`src/rtl/ss_write_pkg.sv`:
```
// ss_write_pkg
//   Shared types and constants for the BRAM range writer.
//   state_t  : controller states (IDLE, RUN, FINISH)
//   DIR_UP   : ascending address traversal
//   DIR_DOWN : descending address traversal
package ss_write_pkg;

    typedef enum logic [1:0] {
        IDLE   = 2'd0,
        RUN    = 2'd1,
        FINISH = 2'd2
    } state_t;

    localparam logic DIR_UP   = 1'b0;
    localparam logic DIR_DOWN = 1'b1;

endpackage

```
`src/rtl/ss_rise_detect.sv`:
```
// ss_rise_detect
//   Registered rising-edge detector. The history register resets to 1 so a
//   level already high when reset is released is not reported as an edge.
//   i_clk   : clock, rising edge
//   i_rst   : asynchronous active-high reset
//   i_level : level input to watch
//   o_rise  : high while i_level is 1 and was 0 at the previous clock edge
module ss_rise_detect (
    input  logic i_clk,
    input  logic i_rst,
    input  logic i_level,
    output logic o_rise
);

    logic hist_q;

    always_ff @(posedge i_clk or posedge i_rst) begin
        if (i_rst) begin
            hist_q <= 1'b1;
        end else begin
            hist_q <= i_level;
        end
    end

    assign o_rise = i_level & ~hist_q;

endmodule

```
`src/rtl/ss_range_write_ctrl.sv`:
```
// ss_range_write_ctrl
//   BRAM range writer: on an i_start rising edge writes one word per accepted
//   beat into [si .. ei] (inclusive, modulo 2^SIZE_ADDR), ascending or
//   descending, from a valid/ready source or from a constant fill word.
//   i_clk, i_rst              : clock, asynchronous active-high reset
//   i_start                   : level, rising edge launches a job
//   i_abort                   : abort the running job
//   i_dir, i_fill, i_fill_data: direction, fill mode, fill word (launch)
//   i_si_ram, i_ei_ram        : first / last address (launch)
//   i_valid, i_data, o_ready  : source handshake
//   o_we_ram, o_addr_ram,
//   o_data_ram                : registered BRAM write port
//   o_busy, o_done, o_aborted : status; done/aborted are one-cycle pulses
//   o_count                   : words written in current/last job
module ss_range_write_ctrl
    import ss_write_pkg::*;
#(
    parameter int unsigned SIZE_ADDR = 6,
    parameter int unsigned SIZE_DATA = 8
) (
    input  logic                 i_clk,
    input  logic                 i_rst,
    input  logic                 i_start,
    input  logic                 i_abort,
    input  logic                 i_dir,
    input  logic                 i_fill,
    input  logic [SIZE_DATA-1:0] i_fill_data,
    input  logic [SIZE_ADDR-1:0] i_si_ram,
    input  logic [SIZE_ADDR-1:0] i_ei_ram,
    input  logic                 i_valid,
    input  logic [SIZE_DATA-1:0] i_data,
    output logic                 o_ready,
    output logic                 o_we_ram,
    output logic [SIZE_ADDR-1:0] o_addr_ram,
    output logic [SIZE_DATA-1:0] o_data_ram,
    output logic                 o_busy,
    output logic                 o_done,
    output logic                 o_aborted,
    output logic [SIZE_ADDR:0]   o_count
);

    localparam logic [SIZE_ADDR-1:0] ADDR_ONE = SIZE_ADDR'(1);
    localparam logic [SIZE_ADDR:0]   CNT_ONE  = (SIZE_ADDR + 1)'(1);

    state_t                 state_q, state_d;
    logic [SIZE_ADDR-1:0]   cur_q, cur_d;
    logic [SIZE_ADDR-1:0]   ei_q, ei_d;
    logic                   dir_q, dir_d;
    logic                   fill_q, fill_d;
    logic [SIZE_DATA-1:0]   fill_data_q, fill_data_d;
    logic [SIZE_ADDR:0]     cnt_q, cnt_d;
    logic                   we_q, we_d;
    logic [SIZE_ADDR-1:0]   addr_q, addr_d;
    logic [SIZE_DATA-1:0]   data_q, data_d;
    logic                   busy_q, busy_d;
    logic                   done_q, done_d;
    logic                   aborted_q, aborted_d;
    logic                   start_rise;

    ss_rise_detect u_start_edge (
        .i_clk   (i_clk),
        .i_rst   (i_rst),
        .i_level (i_start),
        .o_rise  (start_rise)
    );

    always_ff @(posedge i_clk or posedge i_rst) begin
        if (i_rst) begin
            state_q     <= IDLE;
            cur_q       <= '0;
            ei_q        <= '0;
            dir_q       <= DIR_UP;
            fill_q      <= 1'b0;
            fill_data_q <= '0;
            cnt_q       <= '0;
            we_q        <= 1'b0;
            addr_q      <= '0;
            data_q      <= '0;
            busy_q      <= 1'b0;
            done_q      <= 1'b0;
            aborted_q   <= 1'b0;
        end else begin
            state_q     <= state_d;
            cur_q       <= cur_d;
            ei_q        <= ei_d;
            dir_q       <= dir_d;
            fill_q      <= fill_d;
            fill_data_q <= fill_data_d;
            cnt_q       <= cnt_d;
            we_q        <= we_d;
            addr_q      <= addr_d;
            data_q      <= data_d;
            busy_q      <= busy_d;
            done_q      <= done_d;
            aborted_q   <= aborted_d;
        end
    end

    always_comb begin
        state_d     = state_q;
        cur_d       = cur_q;
        ei_d        = ei_q;
        dir_d       = dir_q;
        fill_d      = fill_q;
        fill_data_d = fill_data_q;
        cnt_d       = cnt_q;
        we_d        = 1'b0;
        addr_d      = addr_q;
        data_d      = '0;
        done_d      = 1'b0;
        aborted_d   = 1'b0;

        unique case (state_q)
            IDLE: begin
                if (start_rise) begin
                    cur_d       = i_si_ram;
                    ei_d        = i_ei_ram;
                    dir_d       = i_dir;
                    fill_d      = i_fill;
                    fill_data_d = i_fill_data;
                    cnt_d       = '0;
                    state_d     = RUN;
                end
            end
            RUN: begin
                // Abort has priority over a beat, including the final one.
                if (i_abort) begin
                    aborted_d = 1'b1;
                    state_d   = IDLE;
                end else if (fill_q || i_valid) begin
                    we_d   = 1'b1;
                    addr_d = cur_q;
                    data_d = fill_q ? fill_data_q : i_data;
                    cnt_d  = cnt_q + CNT_ONE;
                    cur_d  = (dir_q == DIR_DOWN) ? cur_q - ADDR_ONE : cur_q + ADDR_ONE;
                    if (cur_q == ei_q) begin
                        done_d  = 1'b1;
                        state_d = FINISH;
                    end
                end
            end
            FINISH: begin
                state_d = IDLE;
            end
            default: begin
                state_d = IDLE;
            end
        endcase

        busy_d = (state_d != IDLE);
    end

    assign o_ready    = (state_q == RUN) & ~fill_q & ~i_abort;
    assign o_we_ram   = we_q;
    assign o_addr_ram = addr_q;
    assign o_data_ram = data_q;
    assign o_busy     = busy_q;
    assign o_done     = done_q;
    assign o_aborted  = aborted_q;
    assign o_count    = cnt_q;

endmodule

```
`config.mk`:
```
export PLATFORM = sky130hd
export DESIGN_NAME = ss_range_write_ctrl
export DESIGN_NICKNAME = d
export VERILOG_FILES = /design/src/rtl/ss_write_pkg.sv /design/src/rtl/ss_rise_detect.sv /design/src/rtl/ss_range_write_ctrl.sv
export SDC_FILE = /design/constraint.sdc
export NUM_CORES = 1
export LEC_CHECK = 0
export BUFFER_PORTS_ARGS = -buffer_cell sky130_fd_sc_hd__buf_2
export CORE_MARGIN = 3
export CORE_UTILIZATION = 45
export CTS_CLUSTER_DIAMETER = 40
export DETAILED_ROUTE_END_ITERATION = 8
export GPL_ROUTABILITY_DRIVEN = 0
export GPL_TIMING_DRIVEN = 0
export PLACE_DENSITY_LB_ADDON = 0.1
export SLEW_MARGIN = 10
export SYNTH_ARGS = -nofsm -noshare
export SYNTH_HDL_FRONTEND = slang
export SYNTH_SLANG_ARGS = --single-unit
```
`constraint.sdc`:
```
create_clock -name i_clk -period 1.6 [get_ports i_clk]
set_clock_uncertainty 0.15 [all_clocks]
set_input_delay 0 -clock i_clk [delete_from_list [all_inputs] [get_ports i_clk]]
set_output_delay 0 -clock i_clk [all_outputs]
set_load 0.05 [all_outputs]
```
### Word level (Yosys, flattened, before mapping)

Index checks and enable logic that the tools add are counted.

* register bits: 50

* bitwise operators: 6
* equality and inequality tests: 5
* reduce and logical (&&, ||, !) cells: 7
* add/subtract/negate cells: 3
* mux-type cells: 27

Operators by type and width (count)
* two-way mux 8 bit: 4
* two-way mux 6 bit: 4
* two-way mux 7 bit: 3
* case mux 7 bit (2 select lines): 1
* case mux 6 bit (2 select lines): 1
* two-way mux 1 bit: 9
* two-way mux 2 bit: 4
* adder 7 x 1 -> 7 bit (second input constant): 1
* adder 6 x 1 -> 6 bit (second input constant): 1
* equality test 6 bit: 1
* inequality test 2 bit (second input constant): 3
* subtractor 6 x 1 -> 6 bit (second input constant): 1
* case mux 2 bit (2 select lines): 1
* AND reduction 4 bit: 1
* nonzero test 2 bit: 2
* AND 1 bit: 3
* inverter 1 bit: 3
* AND reduction 3 bit: 1
* equality test 2 x 1 -> 1 bit (second input constant): 1
* logical NOT 2 bit: 1
* AND reduction 2 bit: 1
* logical OR 1 bit: 1

### Depth between registers and ports, before layout

* depth in word-level cells: 6
* depth in mapped cells: 7
* depth with buffers taken out: 6

### By module

Synthesis repeated with hierarchy kept, for this count alone.

* cell total of the unflattened synthesis: 207
* area total of the unflattened synthesis: 2324.7 um2

By module, submodules not included
* ss_range_write_ctrl: sequential area each 1226.2 um2, instances 1, area each 2280.9 um2, cells an instance 204
* ss_rise_detect: sequential area each 26.3 um2, instances 1, area each 43.8 um2, cells an instance 3

### Worst setup path before layout

Ideal clock, no wire load.

* kind: flip-flop to flip-flop
* start: register dir_q
* end: register cur_q[4]
* data arrival time: 1418 ps
* path buffers: 0
* slack: -96 ps
* stages on the path, launching flop included: 6
* path through: dfrtp_1 > ha_1 > nor2b_1 > o21ai_0 > nor4b_1 > o31ai_2

* word-level cells in the longest chain between the ends: 4

RTL lines
* start, declared: RTL line ss_range_write_ctrl.sv:48 `logic dir_q, dir_d;`
* start signal, assigned: RTL line ss_range_write_ctrl.sv:86 `dir_q <= dir_d;`
* two-way mux 6 bit: RTL line ss_range_write_ctrl.sv:135 `cur_d = (dir_q == DIR_DOWN) ? cur_q - ADDR_ONE : cur_q + ADDR_ONE;`
* two-way mux 6 bit: RTL line ss_range_write_ctrl.sv:130 `end else if (fill_q || i_valid) begin`
* two-way mux 6 bit: RTL line ss_range_write_ctrl.sv:127 `if (i_abort) begin`
* case mux 6 bit (2 select lines): RTL line ss_range_write_ctrl.sv:113 `unique case (state_q)`
* end signal, assigned: RTL line ss_range_write_ctrl.sv:84 `cur_q <= cur_d;`
* end, declared: RTL line ss_range_write_ctrl.sv:46 `logic [SIZE_ADDR-1:0] cur_q, cur_d;`

Every way passes these cells. The select of a mux whose other input is x is not followed.
A chain may end at the register's enable or synchronous reset.

### Worst setup path after layout

* start: register cur_q[2]
* end: register cur_q[4]

* word-level cells in the longest chain between the ends: 5
* elaborated cells between the ends (all ways): 6
* those cells by class: add/sub (2); mux (4)

RTL lines (RTL line)
* adder 6 x 1 -> 6 bit / subtractor 6 x 1 -> 6 bit (equally long branches): ss_range_write_ctrl.sv:135
* two-way mux 6 bit (*): ss_range_write_ctrl.sv:135
* two-way mux 6 bit (*): ss_range_write_ctrl.sv:130
* two-way mux 6 bit (*): ss_range_write_ctrl.sv:127
* case mux 6 bit (2 select lines) (*): ss_range_write_ctrl.sv:113

Every way passes the cells marked *; elsewhere a longest branch is shown, timed or not. The select of a mux whose other input is x is not followed.

==> run summary <==
STATUS
-------------------------------------------------------------------------------------
Status                                                                   finished, violations left
Violations in the final reports                                          setup timing

CELLS AND AREA
-------------------------------------------------------------------------------------
Antenna fix cells                                                                   0
Fraction of layout instances using a drive strength above 1                    0.4114
Final-stage net count                                                             390
Final design area excluding fillers                                      0.003628 mm^2
Most frequent standard cell in the layout excluding fill and tap cells          buf_2
Non-filler instance count after layout                                            417
Commonest cells after routing, fill and taps aside                       60 x buf_2, 56 x nand2_1, 45 x dfrtp_1, 33 x dlygate4sd3_1, 11 x buf_4
P&R area growth vs syn                                                         57.10%

PLACEMENT
-------------------------------------------------------------------------------------
Number of port buffers                                                             60
Placed Instance Area                                                     0.002723 mm^2
Instance count after placement with tap cells included                            357
DP Wirelength                                                                 3577 um

PWR
-------------------------------------------------------------------------------------
Lkg Pwr                                                                      1.817 nW
Power density normalized to cell area                                    1263 mW/mm^2
Tot Pwr                                                                      4.583 mW
Maximum vdd ir drop                                                          841.0 uV

CLOCK TREE
-------------------------------------------------------------------------------------
Number of buffers added by the clock tree synthesis step                            5
Clock root cell                                                              clkbuf_8
TritonCTS clock tree                                                            built
Number of levels in the clock H-tree                                                2
Clk Latency, worst-skew pair                                                  0.30 ns
Total number of clock tree sinks                                                   50
Max Root-Sink Buffers                                                               2
Register clock-pin slew on the reported worst setup and hold paths            0.09 ns

SYNTH
-------------------------------------------------------------------------------------
Yosys warnings                                                                      0
Commonest register cell after synthesis                                       dfrtp_1
Post-synth cell types                                                              41
Fraction of the yosys area taken by sequential cells                           0.5423
Number of standard cells after synthesis                                          229
Number of register bits inferred by synthesis                                      50
Mapped Avg Cell Area                                                       10.09 um^2
Summed instance area of the synthesized netlist                          0.002310 mm^2
Post-Synthesis Net Count                                                          270
Number of enable flip-flop cells after synthesis                                    0
Ys async rst share                                                              1.000

GLOBAL ROUTING
-------------------------------------------------------------------------------------
Largest net degree at the start of global routing                                  35
Global Route Usage Sum                                                         0.2020
Antenna violations before repair                                                    0
Vias in the first global route                                                   1985
Global-route wire length before repair                                        9591 um
Total overflow reported by the global router                                        0

FLOORPLAN
-------------------------------------------------------------------------------------
Ports placed on the boundary                                                       61
Core area                                                                0.004848 mm^2
Std cell rows                                                                      25
Die span in y                                                                77.64 um
Floorplan die area                                                       0.006028 mm^2
Horizontal extent of the die                                                 77.64 um
Initial standard-cell utilization of the core                                  0.4764

DRT
-------------------------------------------------------------------------------------
Antenna viol nets, final                                                            0
Post-detailed-route via-to-cell ratio                                           4.863
First DRT Iteration DRCs                                                           82
Total DRC errors in the routed layout                                               0
DR pass1 iterations                                                                 4
Wirelength, routed                                                            6116 um
Number of vias after detailed routing                                            2028
Average detailed-routed wire length per instance                             14.67 um

WORST SETUP PATH
-------------------------------------------------------------------------------------
Required time reported for the critical path endpoint                         1.64 ns
Worst setup EP type                                                         flip-flop
Type of the worst setup path                                             flip-flop to flip-flop
Startpoint kind of the worst setup timing path                              flip-flop
Arrival @ worst endpoint                                                      1.74 ns
Max Fanout on Critical Path                                                         4

TIMING
-------------------------------------------------------------------------------------
Final hold slack                                                          0.006653 ns
Remaining max-slew budget at the tightest pin                                  0.7318
Number of failing setup endpoints in the final timing report                       13
Final Cycle Share                                                               1.060
Least-Margin Pin Slew                                                       0.4017 ns
Min setup slack post-route                                                -0.09673 ns
Min cycle time layout                                                        1.697 ns
Fin. max-slew vios                                                                  0
Fmax                                                                        589.4 MHz
Final number of hold-violating endpoints                                            0
Unrepaired setup endpoints after global routing                                   yes

WORST HOLD PATH
-------------------------------------------------------------------------------------
Class of the most critical hold timing path                              input pin to flip-flop

JOB
-------------------------------------------------------------------------------------
Number of max-cap violations                                                        0

==> through the flow <==
step | setup WS [ns] | utilization | TNS (ns)
floorplan | -0.05428 | - | -0.08540
global placement | -0.4084 | 0.5574 | -23.67
detailed placement | -0.1887 | 0.5615 | -3.760
CTS | -0.09560 | 0.6926 | -0.4560
global route | -0.1704 | 0.7484 | -1.628
finish | -0.09673 | 0.7484 | -0.5094
==> synthesized netlist by cell type (2+ instances only) <==
cell,count,area (um^2)
o22ai_1,2,12.51
and2_1,5,31.28
xor2_1,10,87.58
nand4_1,6,37.54
a21oi_1,6,30.03
buf_2,4,20.02
inv_1,6,22.52
nand3_1,3,15.01
nand2_1,67,251.5
nor2b_1,2,12.51
o21ai_0,8,40.04
xnor2_1,4,35.03
buf_6,2,22.52
dfrtp_1,49,1226
nor2_1,16,60.06
a21oi_2,2,17.52
ha_1,5,62.56
nor4b_1,2,17.52
mux2i_1,8,80.08
==> area by class of cell <==
class	count	area, um^2
buffer	8	87.58
clock buffer	7	86.33
clock inverter	1	5.005
fill	330	1220
inverter	7	28.78
multi-input combinational	164	1214
sequential	50	1257
tap	67	83.83
timing repair buffer	113	865.8
==> power breakdown <==
group	total (mW)	switching [mW]	internal [mW]
combinational	2.06	1.22	0.848
sequential	1.78	0.243	1.53
clock	0.742	0.393	0.349
total	4.58	1.85	2.73
==> sequential cells by signal, summed over array words and instances (netlist names), 2 cells and up <==
signal       count
fill_data_q      8
o_addr_ram       6
o_data_ram       8
ei_q             6
state_q          2
cur_q            6
o_count          7
==> worst max-delay path, cell delays in order, from the launching register on <==
cell and delay (ns):
dfrtp_1 0.43, ha_1 0.37, nor2b_1 0.15, o21ai_1 0.17, nor4b_4 0.24, o31ai_2 0.08
==> final timing paths <==
kind	from	end	slack, ns	cells after the start
setup / recovery	cur_q[2]	cur_q[4]	-0.1	5
hold / removal	i_valid	cur_q[0]	0.007	4
setup reg to reg	cur_q[2]	cur_q[4]	-0.1	5
hold reg to reg	o_addr_ram[2]	o_addr_ram[2]	0.33	2
max in group asynchronous	i_rst	u_start_edge.hist_q	0.60	4
min in group asynchronous	i_rst	fill_data_q[5]	0.11	3
==> metal layers <==
| metal | wire length, um | vias to the layer above | GRT usage |
|---|---|---|---|
| li1 | - | 998 | - |
| met1 | 2662 | 965 | 0.2718 |
| met2 | 3138 | 61 | 0.3348 |
| met3 | 279 | 4 | 0.04756 |
| met4 | 36 | 0 | 0.03737 |
| met5 | 0 | - | 0 |
==> cells by family after synthesis <==
group / count (synthesis) / synth area share
and+or+nand+nor: 111 / 0.2302
DFF: 50 / 0.5423
AOI/OAI and AO/OA: 25 / 0.06881
buffers and inverters: 15 / 0.03521
xor gates and xnor gates: 14 / 0.05308
muxes: 8 / 0.03467
adders and majority gates: 6 / 0.03575
==> repair_timing <==
| item | 4_1_cts | 5_1_grt |
|---|---|---|
| endpoints found under the setup margin | 44 | 44 |
| gates resized for setup | 19 | 59 |
| gates cloned | 1 | 2 |
| hold endpoints to repair | 84 | 0 |
| buffers inserted | 12 | 4 |
| hold buffers | 33 | 0 |
| pin swaps | 6 | 28 |
(Power assumes the default switching activity.)
